File: config.mk
export PLATFORM = sky130hd
export DESIGN_NAME = encrypt_cfg_arbiter
export DESIGN_NICKNAME = d
export VERILOG_FILES = /design/src/rtl/encrypt_cfg_arbiter.sv
export SDC_FILE = /design/constraint.sdc
export NUM_CORES = 1
export LEC_CHECK = 0
export ABC_CLOCK_PERIOD_IN_PS = 6100
export CORE_MARGIN = 1
export CORE_UTILIZATION = 45
export DETAILED_ROUTE_END_ITERATION = 6
export GPL_ROUTABILITY_DRIVEN = 1
export MAX_ROUTING_LAYER = met4
export PLACE_DENSITY = 0.89
export SETUP_SLACK_MARGIN = 0.1
export SLEW_MARGIN = 0
export SYNTH_ARGS = -nofsm -noshare
export SYNTH_HDL_FRONTEND = slang
export SYNTH_SLANG_ARGS = --single-unit
File: constraint.sdc
create_clock -name clk -period 6.1 [get_ports clk]
set_input_delay 1.525 -clock clk [delete_from_list [all_inputs] [get_ports clk]]
set_output_delay 1.525 -clock clk [all_outputs]
set_load 0.05 [all_outputs]
File: src/rtl/encrypt_cfg_arbiter.sv
// encrypt_cfg_arbiter
// Shares one encrypt/decrypt wrapper between two requesters. The owning
// channel streams bytes into the wrapper; on an owner change the in-flight
// bytes are drained, the new owner's configuration word is written, and only
// then are the new owner's bytes issued. Results are routed back to the
// channel that issued them.
module encrypt_cfg_arbiter #(
    parameter int MAX_BURST    = 8,
    parameter int MAX_INFLIGHT = 8,
    parameter int CNT_W        = 4
) (
    input  logic        clk,
    input  logic        rst,
    input  logic        req0,
    input  logic [7:0]  data0,
    input  logic [31:0] cfg0,
    input  logic        req1,
    input  logic [7:0]  data1,
    input  logic [31:0] cfg1,
    output logic        gnt0,
    output logic        gnt1,
    output logic        enable,
    output logic [7:0]  data_in_encrypt,
    output logic        cfg_wen,
    output logic [31:0] cfg_data_in,
    input  logic        decrypt_valid_out,
    input  logic [7:0]  decrypted_data,
    output logic        rsp_valid0,
    output logic        rsp_valid1,
    output logic [7:0]  rsp_data,
    output logic        busy,
    output logic        underflow_err
);

    localparam logic [1:0] ST_IDLE  = 2'd0;
    localparam logic [1:0] ST_CFG   = 2'd1;
    localparam logic [1:0] ST_RUN   = 2'd2;
    localparam logic [1:0] ST_DRAIN = 2'd3;

    localparam logic [CNT_W-1:0] CNT_ZERO     = {CNT_W{1'b0}};
    localparam logic [CNT_W-1:0] CNT_ONE      = CNT_W'(1);
    localparam logic [CNT_W-1:0] BURST_MAX    = CNT_W'(MAX_BURST);
    localparam logic [CNT_W-1:0] INFLIGHT_MAX = CNT_W'(MAX_INFLIGHT);

    logic [1:0]       state_r;
    logic [1:0]       state_nxt_s;
    logic             owner_r;
    logic             owner_nxt_s;
    logic             resp_owner_r;
    logic             cfg_loaded_r;
    logic [CNT_W-1:0] burst_cnt_r;
    logic [CNT_W-1:0] inflight_r;
    logic [CNT_W-1:0] inflight_nxt_s;

    logic             req_own_s;
    logic             req_oth_s;
    logic             burst_max_s;
    logic             inflight_ok_s;
    logic             switch_s;
    logic             grant_s;
    logic             rsp_ok_s;

    // Arbitration terms: who is asking, whether the owner must yield, and the grant itself.
    always_comb begin
        req_own_s     = owner_r ? req1 : req0;
        req_oth_s     = owner_r ? req0 : req1;
        burst_max_s   = (burst_cnt_r == BURST_MAX);
        // A response in this cycle frees a slot for a byte in the same cycle.
        inflight_ok_s = (inflight_r < INFLIGHT_MAX) || decrypt_valid_out;
        switch_s      = (state_r == ST_RUN) && req_oth_s && (!req_own_s || burst_max_s);
        grant_s       = (state_r == ST_RUN) && cfg_loaded_r && req_own_s && !switch_s && inflight_ok_s;
        // A response with nothing outstanding is an error, not a result.
        rsp_ok_s      = decrypt_valid_out && (inflight_r != CNT_ZERO);
        gnt0          = grant_s && !owner_r;
        gnt1          = grant_s && owner_r;
    end

    // In-flight byte count for the next cycle.
    always_comb begin
        inflight_nxt_s = inflight_r;
        case ({grant_s, rsp_ok_s})
            2'b10:   inflight_nxt_s = inflight_r + CNT_ONE;
            2'b01:   inflight_nxt_s = inflight_r - CNT_ONE;
            default: inflight_nxt_s = inflight_r;
        endcase
    end

    // Next state and next owner.
    always_comb begin
        state_nxt_s = state_r;
        owner_nxt_s = owner_r;
        case (state_r)
            ST_IDLE: begin
                if (req0) begin
                    state_nxt_s = ST_CFG;
                    owner_nxt_s = 1'b0;
                end else if (req1) begin
                    state_nxt_s = ST_CFG;
                    owner_nxt_s = 1'b1;
                end else begin
                    state_nxt_s = ST_IDLE;
                end
            end
            ST_CFG: begin
                state_nxt_s = ST_RUN;
            end
            ST_RUN: begin
                if (switch_s) begin
                    state_nxt_s = ST_DRAIN;
                    owner_nxt_s = !owner_r;
                end else begin
                    state_nxt_s = ST_RUN;
                end
            end
            ST_DRAIN: begin
                if (inflight_r == CNT_ZERO) begin
                    state_nxt_s = ST_CFG;
                end else begin
                    state_nxt_s = ST_DRAIN;
                end
            end
            default: begin
                state_nxt_s = ST_IDLE;
                owner_nxt_s = 1'b0;
            end
        endcase
    end

    // Control state: FSM, owners, burst and in-flight counters.
    always_ff @(posedge clk or negedge rst) begin
        if (!rst) begin
            state_r      <= ST_IDLE;
            owner_r      <= 1'b0;
            resp_owner_r <= 1'b0;
            cfg_loaded_r <= 1'b0;
            burst_cnt_r  <= CNT_ZERO;
            inflight_r   <= CNT_ZERO;
        end else begin
            state_r    <= state_nxt_s;
            owner_r    <= owner_nxt_s;
            inflight_r <= inflight_nxt_s;
            // The draining owner keeps its responses until the new owner is configured.
            if (state_nxt_s == ST_CFG) begin
                resp_owner_r <= owner_nxt_s;
            end
            if (state_r == ST_CFG) begin
                cfg_loaded_r <= 1'b1;
                burst_cnt_r  <= CNT_ZERO;
            end else if (state_r == ST_RUN && burst_max_s && !req_oth_s) begin
                // Nobody is waiting: start a fresh burst for the same owner.
                burst_cnt_r <= CNT_ZERO;
            end else if (grant_s && !burst_max_s) begin
                burst_cnt_r <= burst_cnt_r + CNT_ONE;
            end
        end
    end

    // Registered wrapper-side and requester-side outputs.
    always_ff @(posedge clk or negedge rst) begin
        if (!rst) begin
            enable          <= 1'b0;
            data_in_encrypt <= 8'd0;
            cfg_wen         <= 1'b0;
            cfg_data_in     <= 32'd0;
            rsp_valid0      <= 1'b0;
            rsp_valid1      <= 1'b0;
            rsp_data        <= 8'd0;
            busy            <= 1'b0;
            underflow_err   <= 1'b0;
        end else begin
            enable <= grant_s;
            if (grant_s) begin
                data_in_encrypt <= owner_r ? data1 : data0;
            end
            // The strobe is high exactly while the FSM sits in CFG.
            cfg_wen <= (state_nxt_s == ST_CFG);
            if (state_nxt_s == ST_CFG) begin
                cfg_data_in <= owner_nxt_s ? cfg1 : cfg0;
            end
            rsp_valid0 <= rsp_ok_s && !resp_owner_r;
            rsp_valid1 <= rsp_ok_s && resp_owner_r;
            if (rsp_ok_s) begin
                rsp_data <= decrypted_data;
            end
            busy <= (state_nxt_s != ST_IDLE) || (inflight_nxt_s != CNT_ZERO);
            if (decrypt_valid_out && (inflight_r == CNT_ZERO)) begin
                underflow_err <= 1'b1;
            end
        end
    end

endmodule

== Word-level counts from Yosys, hierarchy flattened ==
Index checks and enable logic that the tools add are counted.
Operators by class
  bitwise operators: 0
  reductions and logical operators: 30
  $mul: 0
  mux-type cells: 17
  order comparisons: 1
  add/subtract/negate cells: 3
  div/mod/pow operators: 0
  equal/unequal tests: 7
  shift operators: 0
Operators with widths (count)
  32-bit two-way mux: 1
  1-bit logical AND: 15
  4-bit two-way mux: 3
  4-bit by 1-bit adder with 4-bit output, second input constant: 2
  1-bit two-way mux: 8
  8-bit two-way mux: 1
  2-bit one-hot mux with 4 select lines: 1
  4-bit one-hot mux with 2 select lines: 1
  4-bit nonzero test: 2
  2-bit by 1-bit equality test with 1-bit output, second input constant: 3
  2-bit equality test, second input constant: 3
  1-bit logical NOT: 6
  4-bit equality test, second input constant: 1
  4-bit logical NOT: 1
  4-bit < comparator, second input constant: 1
  4-bit by 1-bit subtractor with 4-bit output, second input constant: 1
  1-bit logical OR: 3
  3-bit nonzero test: 1
  2-bit logical NOT: 1
  2-bit two-way mux: 1
  1-bit one-hot mux with 2 select lines: 1
  2-bit nonzero test: 1
Word-level totals
  bits in read-only memories: 0
  bits of input ports: 93
  memories kept: 0
  bits in latches: 0
  RAM bits: 0
  output and inout port bits: 56
  register bits: 67

== Depth between registers and ports, before layout ==
  word-level depth: 11
  mapped depth: 15
  depth with buffers taken out: 14

== Worst setup path after synthesis ==
No wires, ideal clock.
  path type: input to output
  from: in req1
  to: out gnt0
  setup slack: 1.605 ns
  stages: 7
  arrival time: 2.970 ns
  cells stage by stage: buf_2 > mux2_4 > nand4_4 > a31oi_2 > buf_6 > inv_2 > nor2_2
Between the ends
  word-level cells in the longest chain between the ends: 8
RTL lines
  start, declared: RTL line 17  | input logic req1,
  1-bit two-way mux: RTL line 65  | req_own_s = owner_r ? req1 : req0;
  1-bit logical NOT: RTL line 70  | switch_s = (state_r == ST_RUN) && req_oth_s && (!req_own_s || burst_max_s);
  1-bit logical OR: RTL line 70
  1-bit logical AND: RTL line 70
  1-bit logical NOT: RTL line 71  | grant_s = (state_r == ST_RUN) && cfg_loaded_r && req_own_s && !switch_s && inflight_ok_s;
  1-bit logical AND * (2 in a row): RTL line 71
  net grant_s: RTL line 60  | logic grant_s;
  1-bit logical AND *: RTL line 74  | gnt0 = grant_s && !owner_r;
  end, declared: RTL line 20  | output logic gnt0,
Mark *: on every way through the listed nets, which the timed path passes. The rest lies on a longest branch.

== Final worst setup path ==
  from: in req1
  to: out gnt1
Between the ends
  word-level cells in the longest chain between the ends: 8
RTL lines
  1-bit two-way mux: RTL line 65
  1-bit logical NOT: RTL line 70
  1-bit logical OR: RTL line 70
  1-bit logical AND: RTL line 70
  1-bit logical NOT: RTL line 71
  1-bit logical AND * (2 in a row): RTL line 71
  1-bit logical AND *: RTL line 75  | gnt1 = grant_s && owner_r;
  end, declared: RTL line 21  | output logic gnt1,
Mark *: on every way between the ends. The rest lies on a longest branch, timed or not.

==> flow_metrics.tcl <==
set metrics [dict create \
    antenna_left 0 \
    core_sq_mm 0.00687 \
    ir_drop_mv 0.260 \
    crit_top_cell "clkdlybuf4s50_1" \
    dp_slack_ps 889 \
    final_cell_mix "146 x clkdlybuf4s50_1, 67 x dfrtp_1, 49 x nor2_1" \
    synth-edff-count 0 \
    synth_nets 390 \
    vias_per_cell 4.96 \
    synth_cell_type_count 43 \
    layout_setup_ws_ps 873 \
    hold_violations 0 \
    finalSetupTns_ps 0 \
    port_buffers 148 \
    place_hpwl_microns 5650 \
    antenna_cells 0 \
    async_flop_share 1.00 \
    cp-end-kind "output port" \
    fin_skew_ps 6.61 \
    yosysSeqAreaShare 0.521 \
    ys_warn_count 0 \
    vias 2656 \
    setup_violations 0 \
    cts_tree "yes" \
    synth-main-ff-cell "dfrtp_1" \
    ctsLongestPathBuffers 2 \
    numCtsBuffers 9 \
    synth-seq-cells 67 \
    rsz0062_at_grt "no" \
    cp_slowest_cell "clkdlybuf4s50_1" \
    power.density_mw_per_mm2 526 \
    finalInstanceArea_sq_mm 0.00491 \
    num_rows 30 \
    worstPathCellList "clkdlybuf4s50_1, mux2_4, nand4_4, a31oi_2, and2_1, clkdlybuf4s50_1" \
    fmax_mhz 191 \
    crit_buf_inv 2 \
    post_cts_buffers 0 \
    worst_pin_slew_ps 1140 \
    start_util 0.469 \
    clkTransAtPathRegs_ps 70 \
    first_pass_iters 4 \
    drive_gt1_frac 0.0864 \
    crit_arrival_ps 3700 \
    routedWlPerCell_microns 14.1 \
    grt-ovfl-total 0 \
    fillers 502 \
    placedInstanceArea_sq_mm 0.00472 \
    syn2layout_area_growth_pct 52.7 \
    htree_levels 3 \
    synth_area_sq_mm 0.00322 \
    grt_pass1_vias 2704 \
    slew_viol_final 0 \
    outcome "finished, final reports clean" \
    final_common_cell "clkdlybuf4s50_1" \
    worst-endpoint-required_ps 4580 \
    drc 0 \
    die-area_sq_mm 0.00750 \
    min_period_over_period 0.857 \
    cp_top_family "buffers and inverters" \
    globalRouteTotalUtil 0.219 \
    power_leakage_nw 2.01 \
    r2r_setup_slack_ps 2320 \
    drt-initial-drc-count 87 \
    startpoint_type "input port" \
    synth.avg_cell_area_sq_um 11.0 \
    die_x_microns 86.6 \
    grt_pass1_wl_microns 12200 \
    slew-limit-headroom 0.237 \
    nets 534 \
    clk_latency_ps 320 \
    cts_resized 0 \
    maxCapViolations 0 \
    cts-root-buf "clkbuf_8" \
    cp_max_fo 9 \
    netlist_instances 292 \
    place_congestion 0.729 \
    routed_wl_microns 7580 \
    cts_hold_buf 0 \
    layout_min_cycle_time_ps 5230 \
    die_y_microns 86.6 \
    path_class "in2out" \
    grt_max_degree 68 \
    total_power_mw 2.58 \
    max_stage_delay_ps 810 \
    hold_class "reg2reg" \
    antenna_found_initial 0 \
    ios 149 \
    cts_sinks 67 \
]
-- registers in the layout (all words and copies together), names as in the netlist, 2 cells and up --
name,flops
burst_cnt_r,4
cfg_data_in,32
data_in_encrypt,8
inflight_r,4
rsp_data,8
state_r,2
-- cell families (layout without fill, tap and decap cells) --
group | after synthesis | after routing | synth area share
adders and majority gates | 5 | 5 | 0.0194
xor gates and xnor gates | 7 | 7 | 0.0190
DFF | 67 | 67 | 0.521
and+or+nand+nor | 84 | 84 | 0.137
AOI/OAI and AO/OA | 55 | 55 | 0.0948
buffers and inverters | 23 | 171 | 0.0443
muxes | 51 | 51 | 0.165
-- cell usage after synthesis (all sizes together) (2+ instances only) --
| cell type | n | area share |
|---|---|---|
| nor3 | 3 | 0.0062 |
| dfrtp | 67 | 0.52 |
| xor2 | 3 | 0.0082 |
| buf | 17 | 0.037 |
| inv | 5 | 0.0058 |
| nand2 | 3 | 0.0035 |
| ha | 5 | 0.019 |
| nand3 | 2 | 0.0031 |
| nor2b | 4 | 0.0078 |
| o21ai | 2 | 0.0031 |
| nor4 | 3 | 0.0078 |
| nand2b | 6 | 0.012 |
| nor2 | 51 | 0.061 |
| mux2 | 10 | 0.037 |
| or3 | 2 | 0.0039 |
| nand3b | 2 | 0.0086 |
| a21oi | 45 | 0.070 |
| xnor2 | 4 | 0.011 |
| mux2i | 41 | 0.13 |
| and2 | 2 | 0.0039 |
-- worst paths after layout --
path                          startpoint               to  cells after the start
max in group asynchronous            rst  cfg_data_in[16]                      2
min in group asynchronous            rst   cfg_data_in[1]                      2
setup reg to reg                 owner_r             busy                     12
hold / removal             underflow_err    underflow_err                      1
setup / recovery                    req1             gnt1                      6
hold reg to reg            underflow_err    underflow_err                      1
-- report_power, final --
part           switching [mW]  internal, mW
Combinational           0.912         0.539
Sequential              0.139         0.637
Clock                   0.150         0.209
-- final cells by class --
| cell class | count | area [sq um] | share of cell area |
|---|---|---|---|
| Tap cell | 96 | 120 | 0.0244 |
| Timing Repair Buffer | 151 | 1500 | 0.304 |
| Clock inverter | 2 | 35.0 | 0.00713 |
| Inverter | 5 | 18.8 | 0.00382 |
| Clock buffer | 13 | 159 | 0.0323 |
| Multi-Input combinational cell | 202 | 1410 | 0.287 |
| Sequential cell | 67 | 1680 | 0.341 |
-- through the flow --
stage | util | hold WS (ps) | cells
5_1_grt | 0.715 | 471 | 536
2_1_floorplan | - | 418 | 292
6_report | 0.715 | 464 | 536
3_3_place_gp | 0.687 | 445 | 521
3_5_place_dp | 0.687 | 446 | 521
4_1_cts | 0.715 | 461 | 536
-- layer usage --
layer | wire length (microns) | part of all wire | global-route usage | up-vias
li1 | - | - | - | 1295
met1 | 3130 | 0.41 | 0.256 | 1246
met2 | 3850 | 0.51 | 0.364 | 96
met3 | 400 | 0.053 | 0.0495 | 19
met4 | 203 | 0.027 | 0.0970 | 0
met5 | 0 | 0 | - | -
Note: power is estimated with default switching activity, not from simulation.
==> RTL change: new RTL, same settings <==
The parameter `CNT_W` goes from 4 to 6.
--- a/src/rtl/encrypt_cfg_arbiter.sv
+++ b/src/rtl/encrypt_cfg_arbiter.sv
@@ -7,7 +7,7 @@
 module encrypt_cfg_arbiter #(
     parameter int MAX_BURST    = 8,
     parameter int MAX_INFLIGHT = 8,
-    parameter int CNT_W        = 4
+    parameter int CNT_W        = 6
 ) (
     input  logic        clk,
     input  logic        rst,
Behaviour: no difference found for any inputs over 10 cycles, from zero or initial values and one cycle with rst low; that may be too few to reach the edited logic, so the function may still have changed.
==> RTL change against the unedited design <==
Clock skew grew 5.5 ps; sequential cell count up 4; wire length is 16% higher; design area up 7.3%; via count is 15% higher; global-route usage increased by 0.46 points; count of clock-buffer cells in the layout decreased by 3; first-iteration DRC count is 80% higher; synthesized area is 12% higher; cell count increased by 9.5%; worst setup slack got worse by 86 ps; synthesized cell count rose by 17%; hold slack worse by 23 ps; total power is 5.2% higher.
==> RTL change: results (changes against the unedited design) <==
status=finished clean (unchanged); DR WL/cell=15.02 um (was 14.13 um); VDD IR max=0.3388 mV (was 0.2602 mV); Post-synth EDFFs=0 (unchanged); largest net degree at the start of global routing=72 (was 68); Syn Area/Cell=10.53 um^2 (was 11.03 um^2); routed wl met2=4774 um (was 3845 um); vias in the first global route=2994 (was 2704); routability cong.=0.8528 (was 0.7286); clock latency on the worst-skew pair=340 ps (was 320 ps); layout cells sized above 1=8.041% (was 8.636%); share of power burned in combinational logic=54.6% (was 56.1%); Fin Hold WS=441.0 ps (was 464.4 ps); dpl cell area=5055 um^2 (was 4721 um^2); first-pass GRT wire length=14290 um (was 12220 um); CP max FO=7 (was 9); Regs by FF count=cfg_data_in x32, data_in_encrypt x8, rsp_data x8 (unchanged); Synth Area in Adders=1.738% (was 1.943%); main area contributors after synthesis=dfrtp_1 (49%), mux2i_1 (11%), a21oi_1 (6.8%) (was dfrtp_1 (52%), mux2i_1 (13%), a21oi_1 (7.0%)); metal3 WL=391 um (was 400 um); post-synthesis compound-gate area fraction=12.13% (was 9.483%); Cells after DPL=572 (was 521); cell leakage power=2.360 nW (was 2.014 nW); Comb power=1.49 mW (was 1.45 mW); register area share after synthesis=49.36% (was 52.08%); DR top layer=met4 (unchanged); NetSw=1.258 mW (was 1.200 mW); Vias per Instance=5.225 (was 4.955); met2 GRT Util=38.85% (was 36.36%); crit path DAT=3790 ps (was 3700 ps); clock network fraction of total power=15.3% (was 13.9%); Worst Reg2Reg Path Length in Cells=13 (was 12); met1 WL=3436 um (was 3127 um); layout net count=579 (was 534); Post-Synth XOR/XNOR Area=2.433% (was 1.904%); post-DP HPWL=6511 um (was 5648 um); Hold Path End=rsp_valid0 (was underflow_err); Worst Hold Class=reg -> reg (unchanged); Synth cell types=50 (was 43); Place WS=725.2 ps (was 889.1 ps); GRT Total Usage=22.39% (was 21.93%); mux contribution to synthesized area=14.84% (was 16.48%); ant diodes=0 (unchanged); Starting DRT DRC Count=157 (was 87); met1 usage=25.22% (was 25.61%); reg2reg setup slack=1940 ps (was 2320 ps); Port Buffers=148 (unchanged); Post-synth top cells=dfrtp_1 (71), nor2_1 (52), a21oi_1 (49) (was dfrtp_1 (67), nor2_1 (49), a21oi_1 (45)); min-delay src=resp_owner_r (was underflow_err); GR Layer Usage met3=3.853% (was 4.952%); Synth Net Count=440 (was 390); Layout Skew=12.09 ps (was 6.615 ps); vias=3067 (was 2656); Worst Tran Pin Value=1113 ps (was 1144 ps)
==> RTL change: critical path, cell delays in order <==
cell             delay (ps)
clkdlybuf4s50_1         590
mux2_2                  200
o2111a_1                340
o21a_1                  200
and2_1                  130
clkdlybuf4s50_1         800
==> RTL change: worst max path at each step <==
| stage | slack (ps) | cells after the start | to | from |
|---|---|---|---|---|
| 5_1_grt | 710 | 6 | gnt1 | req1 |
| 3_5_place_dp | 730 | 14 | busy | req0 |
| 4_1_cts | 800 | 6 | gnt1 | req1 |
| 3_3_place_gp | 900 | 6 | gnt1 | req0 |
| 6_report | 790 | 6 | gnt1 | req1 |
| 2_1_floorplan | 1550 | 7 | gnt0 | req1 |
==> RTL change: layout make-up <==
class,count,area (um^2)
Clock buffer,10,137.6
Sequential cell,71,1777
Fill cell,540,2454
Timing Repair Buffer,151,1496
Multi-Input combinational cell,241,1628
Inverter,7,26.28
Tap cell,102,127.6
Clock inverter,5,81.33
